### src/rtl/regfile_rw.sv
// -----------------------------------------------------------------------------
// regfile_rw
//   General-purpose / pointer register file: DEPTH registers of WIDTH bits,
//   one write/modify port (WRITE, INC, DEC) and two independently addressed,
//   registered read ports. INC/DEC update the addressed register in place and
//   report zero (Z) and carry/borrow (C) flags, so PC/SP-style registers can
//   count without passing through the ALU.
//
//   Handshake: none. Every input is sampled on every rising edge and there is
//   no valid/ready pair; an operation is "issued" simply by OP != HOLD, and a
//   read by RE = 1. All outputs come straight from flops.
//
//   Build option: define REGFILE_BYPASS_EN to forward the value being written
//   on the same edge to a read port addressing that register. Without it the
//   read port captures the pre-edge contents.
//
// Ports:
//   clk    in   1      rising-edge clock
//   rst_n  in   1      asynchronous active-low reset
//   Din    in   WIDTH  write data
//   WS     in   AW     write/modify select
//   OP     in   2      00 HOLD, 01 WRITE, 10 INC, 11 DEC
//   RSA    in   AW     read port A select
//   RSB    in   AW     read port B select
//   RE     in   1      capture both read ports on this edge
//   DoutA  out  WIDTH  registered read data, port A
//   DoutB  out  WIDTH  registered read data, port B
//   Z      out  1      zero flag of the last applied WRITE/INC/DEC
//   C      out  1      carry/borrow of the last applied INC/DEC (0 after WRITE)
// -----------------------------------------------------------------------------
module regfile_rw #(
  parameter int              WIDTH     = 8,
  parameter int              DEPTH     = 8,
  parameter logic [WIDTH-1:0] RESET_VAL = '0,
  parameter int              AW        = $clog2(DEPTH)
) (
  input  logic             clk,
  input  logic             rst_n,
  input  logic [WIDTH-1:0] Din,
  input  logic [AW-1:0]    WS,
  input  logic [1:0]       OP,
  input  logic [AW-1:0]    RSA,
  input  logic [AW-1:0]    RSB,
  input  logic             RE,
  output logic [WIDTH-1:0] DoutA,
  output logic [WIDTH-1:0] DoutB,
  output logic             Z,
  output logic             C
);

  localparam logic [1:0]       OP_HOLD  = 2'b00;
  localparam logic [1:0]       OP_WRITE = 2'b01;
  localparam logic [1:0]       OP_INC   = 2'b10;
  localparam logic [1:0]       OP_DEC   = 2'b11;
  localparam logic [WIDTH-1:0] ONE      = WIDTH'(1);

  logic [WIDTH-1:0] regs_q [DEPTH];
  logic [WIDTH-1:0] regs_d [DEPTH];
  logic [WIDTH-1:0] douta_q, douta_d;
  logic [WIDTH-1:0] doutb_q, doutb_d;
  logic             z_q, z_d;
  logic             c_q, c_d;

  // Select decode. A select that matches no index (>= DEPTH) leaves its hit
  // flag low and its value at zero, which gives both the "ignore the write"
  // and the "read returns 0" behaviour without any out-of-bounds indexing.
  logic             ws_hit;
  logic [WIDTH-1:0] cur_val;
  logic [WIDTH-1:0] ra_val;
  logic [WIDTH-1:0] rb_val;

  always_comb begin
    ws_hit  = 1'b0;
    cur_val = '0;
    ra_val  = '0;
    rb_val  = '0;
    for (int i = 0; i < DEPTH; i++) begin
      if (WS == AW'(i)) begin
        ws_hit  = 1'b1;
        cur_val = regs_q[i];
      end
      if (RSA == AW'(i)) ra_val = regs_q[i];
      if (RSB == AW'(i)) rb_val = regs_q[i];
    end
  end

  // Modify datapath and flags.
  logic             mod_en;
  logic [WIDTH-1:0] new_val;
  logic             carry;

  always_comb begin
    new_val = cur_val;
    carry   = 1'b0;
    unique case (OP)
      OP_WRITE: new_val = Din;
      OP_INC: begin
        new_val = cur_val + ONE;
        carry   = &cur_val;   // wrap all-ones -> 0
      end
      OP_DEC: begin
        new_val = cur_val - ONE;
        carry   = ~|cur_val;  // borrow 0 -> all-ones
      end
      default: new_val = cur_val;
    endcase
  end

  // An out-of-range target suppresses the whole operation, flags included.
  assign mod_en = ws_hit && (OP != OP_HOLD);

  always_comb begin
    regs_d = regs_q;
    z_d    = z_q;
    c_d    = c_q;
    if (mod_en) begin
      z_d = (new_val == '0);
      c_d = carry;
      for (int i = 0; i < DEPTH; i++) begin
        if (WS == AW'(i)) regs_d[i] = new_val;
      end
    end
  end

  // Read-data capture.
  logic [WIDTH-1:0] ra_sel;
  logic [WIDTH-1:0] rb_sel;

  always_comb begin
`ifdef REGFILE_BYPASS_EN
    // mod_en implies WS is in range, so an equal read select is in range too.
    ra_sel = (mod_en && (RSA == WS)) ? new_val : ra_val;
    rb_sel = (mod_en && (RSB == WS)) ? new_val : rb_val;
`else
    ra_sel = ra_val;
    rb_sel = rb_val;
`endif
    douta_d = RE ? ra_sel : douta_q;
    doutb_d = RE ? rb_sel : doutb_q;
  end

  always_ff @(posedge clk or negedge rst_n) begin
    if (!rst_n) begin
      for (int i = 0; i < DEPTH; i++) regs_q[i] <= RESET_VAL;
      douta_q <= '0;
      doutb_q <= '0;
      z_q     <= 1'b0;
      c_q     <= 1'b0;
    end else begin
      regs_q  <= regs_d;
      douta_q <= douta_d;
      doutb_q <= doutb_d;
      z_q     <= z_d;
      c_q     <= c_d;
    end
  end

  assign DoutA = douta_q;
  assign DoutB = doutb_q;
  assign Z     = z_q;
  assign C     = c_q;

endmodule

### config.mk
export PLATFORM = sky130hd
export DESIGN_NAME = regfile_rw
export DESIGN_NICKNAME = d
export VERILOG_FILES = /design/src/rtl/regfile_rw.sv
export SDC_FILE = /design/constraint.sdc
export NUM_CORES = 1
export LEC_CHECK = 0
export CAP_MARGIN = 20
export CORE_ASPECT_RATIO = 1.75
export CORE_MARGIN = 10
export CORE_UTILIZATION = 55
export DETAILED_ROUTE_END_ITERATION = 8
export PLACE_DENSITY = 0.76
export SLEW_MARGIN = 20
export SYNTH_ARGS = -nofsm -noshare
export SYNTH_HDL_FRONTEND = slang
export SYNTH_SLANG_ARGS = --single-unit
### constraint.sdc
create_clock -name clk -period 9 [get_ports clk]
set_clock_uncertainty 0.2 [all_clocks]
set_input_delay 2.25 -clock clk [delete_from_list [all_inputs] [get_ports clk]]
set_output_delay 2.25 -clock clk [all_outputs]
set_load 0.02 [all_outputs]
==> flow_summary.toml, run 1 <==
[sta]
worst_pin_slew_ns = 1.14
drv_slew = 0
max_freq_mhz = 143
finalSetupTns_ns = 0
relSlewSlack_pct = 23.4
finalSetupViolations = 0
fin_crit_sh_pct = 77.8
finalCriticalPeriod_ns = 7.00
report.final.hold_viol_count = 0
rsz0062_at_grt = "false"

[grt]
grt_max_degree = 83
grt_pass1_wl_mm = 28.4
antenna_found_initial = 0
overflow = 0
grt_pass1_vias = 4837
grt_usage_pct = 26.4

[placed_design]
port_buffers = 39
hpwl_mm = 13.4
place.gp.congestion = 0.978

[detailed_routing]
wl_per_cell_um = 25.5
wl_mm = 18.6
ant_nets = 0
via_count = 5032
remaining_drc_errors = 0
drtPass1Iterations = 8
viasPerCell = 6.90
drt_iter0_drc = 724

[die]
row_count = 47
die_area_um2 = 14300
core_area_um2 = 9530
io_pins = 40
initial_core_util_pct = 56.6
fp.dieH_um = 151
die_x_um = 94.9

[logic_synthesis]
synth_seq_cells = 82
seq_area_frac_synth_pct = 38.1
synth_edf_count = 0
syn_inst = 585
synth_largest_area_cell = "dfrtp_1"
synth-warning-count = 0
async_reset_ff_share_pct = 100
ys_top_cells_by_count = "dfrtp_1 (82), nor2_1 (63), a21oi_1 (47)"
synth.area.top_cells = "dfrtp_1 (38%), mux2_2 (9.2%), mux2i_1 (7.1%)"
synthFlopType = "dfrtp_1"
syn_nets = 613
synth.avg_cell_area_um2 = 9.22
yosysUniqueCellTypes = 62
yosysTopAreaCellShare_pct = 38.1
yosysMostFrequentCell = "dfrtp_1"
synth_area_um2 = 5390

[layout]
nFillCells = 835
layout-drive-gt1-share_pct = 14.7
diodes = 0
fin_util_pct = 64.2
fin_nets = 630
area_growth_pct = 13.5

[min_path]
hold_class = "reg -> reg"

[cts]
cts_tree = "done"
clockBufferDepth = 2
numCtsBuffers = 9
post_cts.repair.setup_buffers = 0
cts_resized = 0
clock_latency_ns = 0.35
cts.clk_slew.worst_paths_ns = 0.06
cts_hold_buf = 0
h-tree-depth = 3
cts.sinks = 82
cts_root_buffer = "clkbuf_16"

[worst_setup_path]
critical_path_class = "in -> reg"
path_max_fanout = 24
required_ns = 9.08
cp_data_arrival_time_ns = 7.08
cp-start-kind = "input pin"
critPathCaptureType = "flip-flop"

[status]
status = "finished clean"

[power]
power.total_mw = 1.72
p_leak_nw = 2.55
p_per_area_nw_per_um2 = 281
ir_drop_uv = 222

[run]
cap_violations = 0
## routing by layer
layer  global-route usage (%)  vias up  routed length, um
li1                         -     2194                  -
met4                     18.1        0               1520
met1                     29.9     2454               6840
met3                     4.76      107               1190
met2                     43.8      277               9050
met5                        0        -                  0
## stage by stage
stage	setup slack (ns)	instances	cell area, um2	hold slack, ns
5_1_grt	1.77	729	6120	0.296
6_report	2.00	729	6120	0.278
2_1_floorplan	3.27	585	5390	0.287
3_5_place_dp	1.76	713	5810	0.268
3_3_place_gp	1.83	712	5800	0.261
4_1_cts	2.09	729	6110	0.282
## registers in the layout, indices dropped and copies added, names as in the netlist
name / cells
regs_q: 64
DoutA: 8
C: 1
Z: 1
DoutB: 8
## power by group
| part | internal, mW | total, mW | switching [mW] |
|---|---|---|---|
| registers | 0.504 | 0.722 | 0.218 |
| clock network | 0.224 | 0.379 | 0.155 |
| logic | 0.287 | 0.618 | 0.331 |
| total | 1.01 | 1.72 | 0.704 |
## cell type report
class,count,area (um2),share of cell area (%)
clock buffers,11,243,3.97
clock inverters,5,60.1,0.981
inverters,18,67.6,1.10
multi-input cells,446,3110,50.8
flip-flops and latches,82,2050,33.5
well taps,122,153,2.49
repair buffers,45,437,7.14
## path summary, 6_finish.rpt
path | end | start | depth (start not counted) | slack, ns
worst max-delay path | Z$_DFFE_PN0P_ | WS[1] | 15 | 2.00
worst min-delay path | DoutB[7]$_DFFE_PN0P_ | DoutB[7]$_DFFE_PN0P_ | 1 | 0.28
worst max register to register | Z$_DFFE_PN0P_ | regs_q[25]$_DFFE_PN0P_ | 14 | 4.83
worst min register to register | DoutB[7]$_DFFE_PN0P_ | DoutB[7]$_DFFE_PN0P_ | 1 | 0.28
max in group asynchronous | DoutB[0]$_DFFE_PN0P_ | rst_n | 1 | 6.34
min in group asynchronous | regs_q[4]$_DFFE_PN0P_ | rst_n | 1 | 1.75
## worst max-delay path: stages
cell and delay, ns:
clkdlybuf4s50_1 1.17, inv_1 0.27, a22o_1 0.28, a222oi_1 0.76, inv_1 0.14, fa_1 0.48, nand2b_1 0.18, nand3_1 0.08
o211ai_1 0.12, a21oi_1 0.24, or4_1 0.15, and4_1 0.40, nand3_1 0.11, or3_1 0.33, o21ai_2 0.11
## logic make-up (layout without fill, tap and decap cells)
logic type                 Yosys count  after routing  share of synthesized area (%)
xor gates and xnor gates             2              2                          0.325
adders and majority gates            6              6                           1.53
DFF                                 82             82                           38.1
buffers and inverters               57             79                           4.57
AOI/OAI and AO/OA                  194            194                           24.1
muxes                               87             87                           18.3
and+or+nand+nor                    157            157                           13.1
## placed cells by master, fill, tap and decap left out, types with 7 or more instances in the layout
cell             Yosys  routed
o211ai_1             8       8
a22oi_1             10      10
nor3_1               9       7
nand2_1             42      42
clkbuf_16            0       9
a21oi_1             47      47
clkdlybuf4s50_1      0      38
nor2_1              63      63
o22ai_1              7       7
o21ai_0             41      40
a21o_1              12      12
dfrtp_1             82      82
inv_1               14      14
nor2b_1             10      10
mux2_2              44      44
mux2i_1             38      38
o21a_1              12      12
nand3_1              9       9
nand2b_1             8       8
Note: power is estimated with default switching activity, not from simulation.
==> inputs of run 2 (changes only) <==
==> constraint.sdc (replaced) <==
create_clock -name clk -period 6.97 [get_ports clk]
set_clock_uncertainty 0.2 [all_clocks]
set_input_delay 1.7425 -clock clk [delete_from_list [all_inputs] [get_ports clk]]
set_output_delay 1.7425 -clock clk [all_outputs]
set_load 0.02 [all_outputs]
==> flow_summary.toml, run 2 (synthesized netlist as in run 1, its figures left out) <==
[cts]
h-tree-depth = 3
cts_tree = "done"
cts_root_buffer = "clkbuf_16"
numCtsBuffers = 9
cts.clk_slew.worst_paths_ns = 0.06
cts_resized = 0
cts_hold_buf = 0
cts.sinks = 82
post_cts.repair.setup_buffers = 0
clockBufferDepth = 2
clock_latency_ns = 0.34

[detailed_routing]
via_count = 4995
ant_nets = 0
wl_mm = 19.0
drt_iter0_drc = 503
wl_per_cell_um = 25.9
viasPerCell = 6.81
remaining_drc_errors = 0
drtPass1Iterations = 5

[layout]
fin_util_pct = 64.5
diodes = 0
final_common_cell = "dfrtp_1"
fin_nets = 634
largest_reg_flops = 64
layout_common_cells = "dfrtp_1 (82), nor2_1 (63), a21oi_1 (47)"
final_cell_area_um2 = 6140
area_growth_pct = 13.9
layout-drive-gt1-share_pct = 15.2
top_register = "regs_q"

[power]
ir_drop_uv = 310
p_per_area_nw_per_um2 = 366
power.total_mw = 2.25
p_leak_nw = 2.57

[die]
initial_core_util_pct = 56.6
row_count = 47
core_area_um2 = 9530
die_x_um = 94.9
io_pins = 40
die_area_um2 = 14300
fp.dieH_um = 151

[sta]
worst_pin_slew_ns = 1.22
relSlewSlack_pct = 18.9
report.final.hold_viol_count = 0
drv_slew = 0
final.setup.worst_slack_ns = 1.07
fin_crit_sh_pct = 84.6
finalCriticalPeriod_ns = 5.90
finalSetupTns_ns = 0
max_freq_mhz = 169
rsz0062_at_grt = "false"
finalSetupViolations = 0

[min_path]
hold_class = "reg -> reg"

[worst_setup_path]
critPathTopFamily = "buffers and inverters"
path_max_fanout = 24
required_ns = 7.04
crit_buf_inv = 4
critical_path_class = "in -> reg"
critPathCaptureType = "flip-flop"
crit_slowest_cell = "a222oi_1"
cp_slowest_stage_delay_ns = 0.71
cp_data_arrival_time_ns = 5.97
cp-start-kind = "input pin"
cp_cell_sequence = "clkdlybuf4s50_1, buf_4, nor2b_1, a222oi_1, inv_1, fa_1, nand2b_1, nand3_1, o211ai_1, a21oi_1, or4_1, and4_1, buf_4, nand3_1, or3_1, o21ai_2"

[run]
cap_violations = 0

[status]
status = "finished clean"

[grt]
grt_pass1_wl_mm = 28.8
grt.busiest_layer = "met2"
grt_pass1_vias = 4879
grtUsageMet1_pct = 30.3
grt_max_degree = 83
grtUsageMet3_pct = 5.65
antenna_found_initial = 0
grt_use_met2_pct = 43.9
overflow = 0
grt_usage_pct = 27.0

[placed_design]
hpwl_mm = 13.9
port_buffers = 39
place_ws_ns = 0.847
placed_area_um2 = 5830
place.gp.congestion = 1.07
## run 2: cell type report
class	instances	area (um2)
clock buffer	10	239
clock inverter	6	72.6
fill	850	3380
inverter	18	67.6
multi-input combinational	446	3100
sequential	82	2050
tap	122	153
timing repair buffer	49	462
## run 2: metal layers
metal	part of all wire [%]	vias up
li1	-	2211
met1	36	2428
met2	49	271
met3	7.0	85
met4	7.9	0
met5	0	-
## run 2: through the flow
stage,hold WS (ns),instances
3_5_place_dp,0.267,717
4_1_cts,0.282,733
5_1_grt,0.300,733
2_1_floorplan,0.287,585
3_3_place_gp,0.262,717
6_report,0.275,733
## run 2: final timing paths
| path | startpoint | endpoint | slack [ns] | cells past startpoint |
|---|---|---|---|---|
| max | WS[2] | Z$_DFFE_PN0P_ | 1.07 | 16 |
| max reg2reg | regs_q[25]$_DFFE_PN0P_ | Z$_DFFE_PN0P_ | 2.79 | 15 |
| min reg2reg | DoutB[2]$_DFFE_PN0P_ | DoutB[2]$_DFFE_PN0P_ | 0.28 | 1 |
| max in group asynchronous | rst_n | regs_q[15]$_DFFE_PN0P_ | 4.80 | 1 |
| min in group asynchronous | rst_n | regs_q[58]$_DFFE_PN0P_ | 1.26 | 1 |
| min | DoutB[2]$_DFFE_PN0P_ | DoutB[2]$_DFFE_PN0P_ | 0.28 | 1 |
## run 2: power by group
group | total (mW) | switching [mW] | leakage, nW | internal, mW
Combinational | 0.812 | 0.437 | 1.45 | 0.375
Sequential | 0.944 | 0.293 | 0.965 | 0.651
Clock | 0.494 | 0.203 | 0.150 | 0.291
Total | 2.25 | 0.933 | 2.57 | 1.32
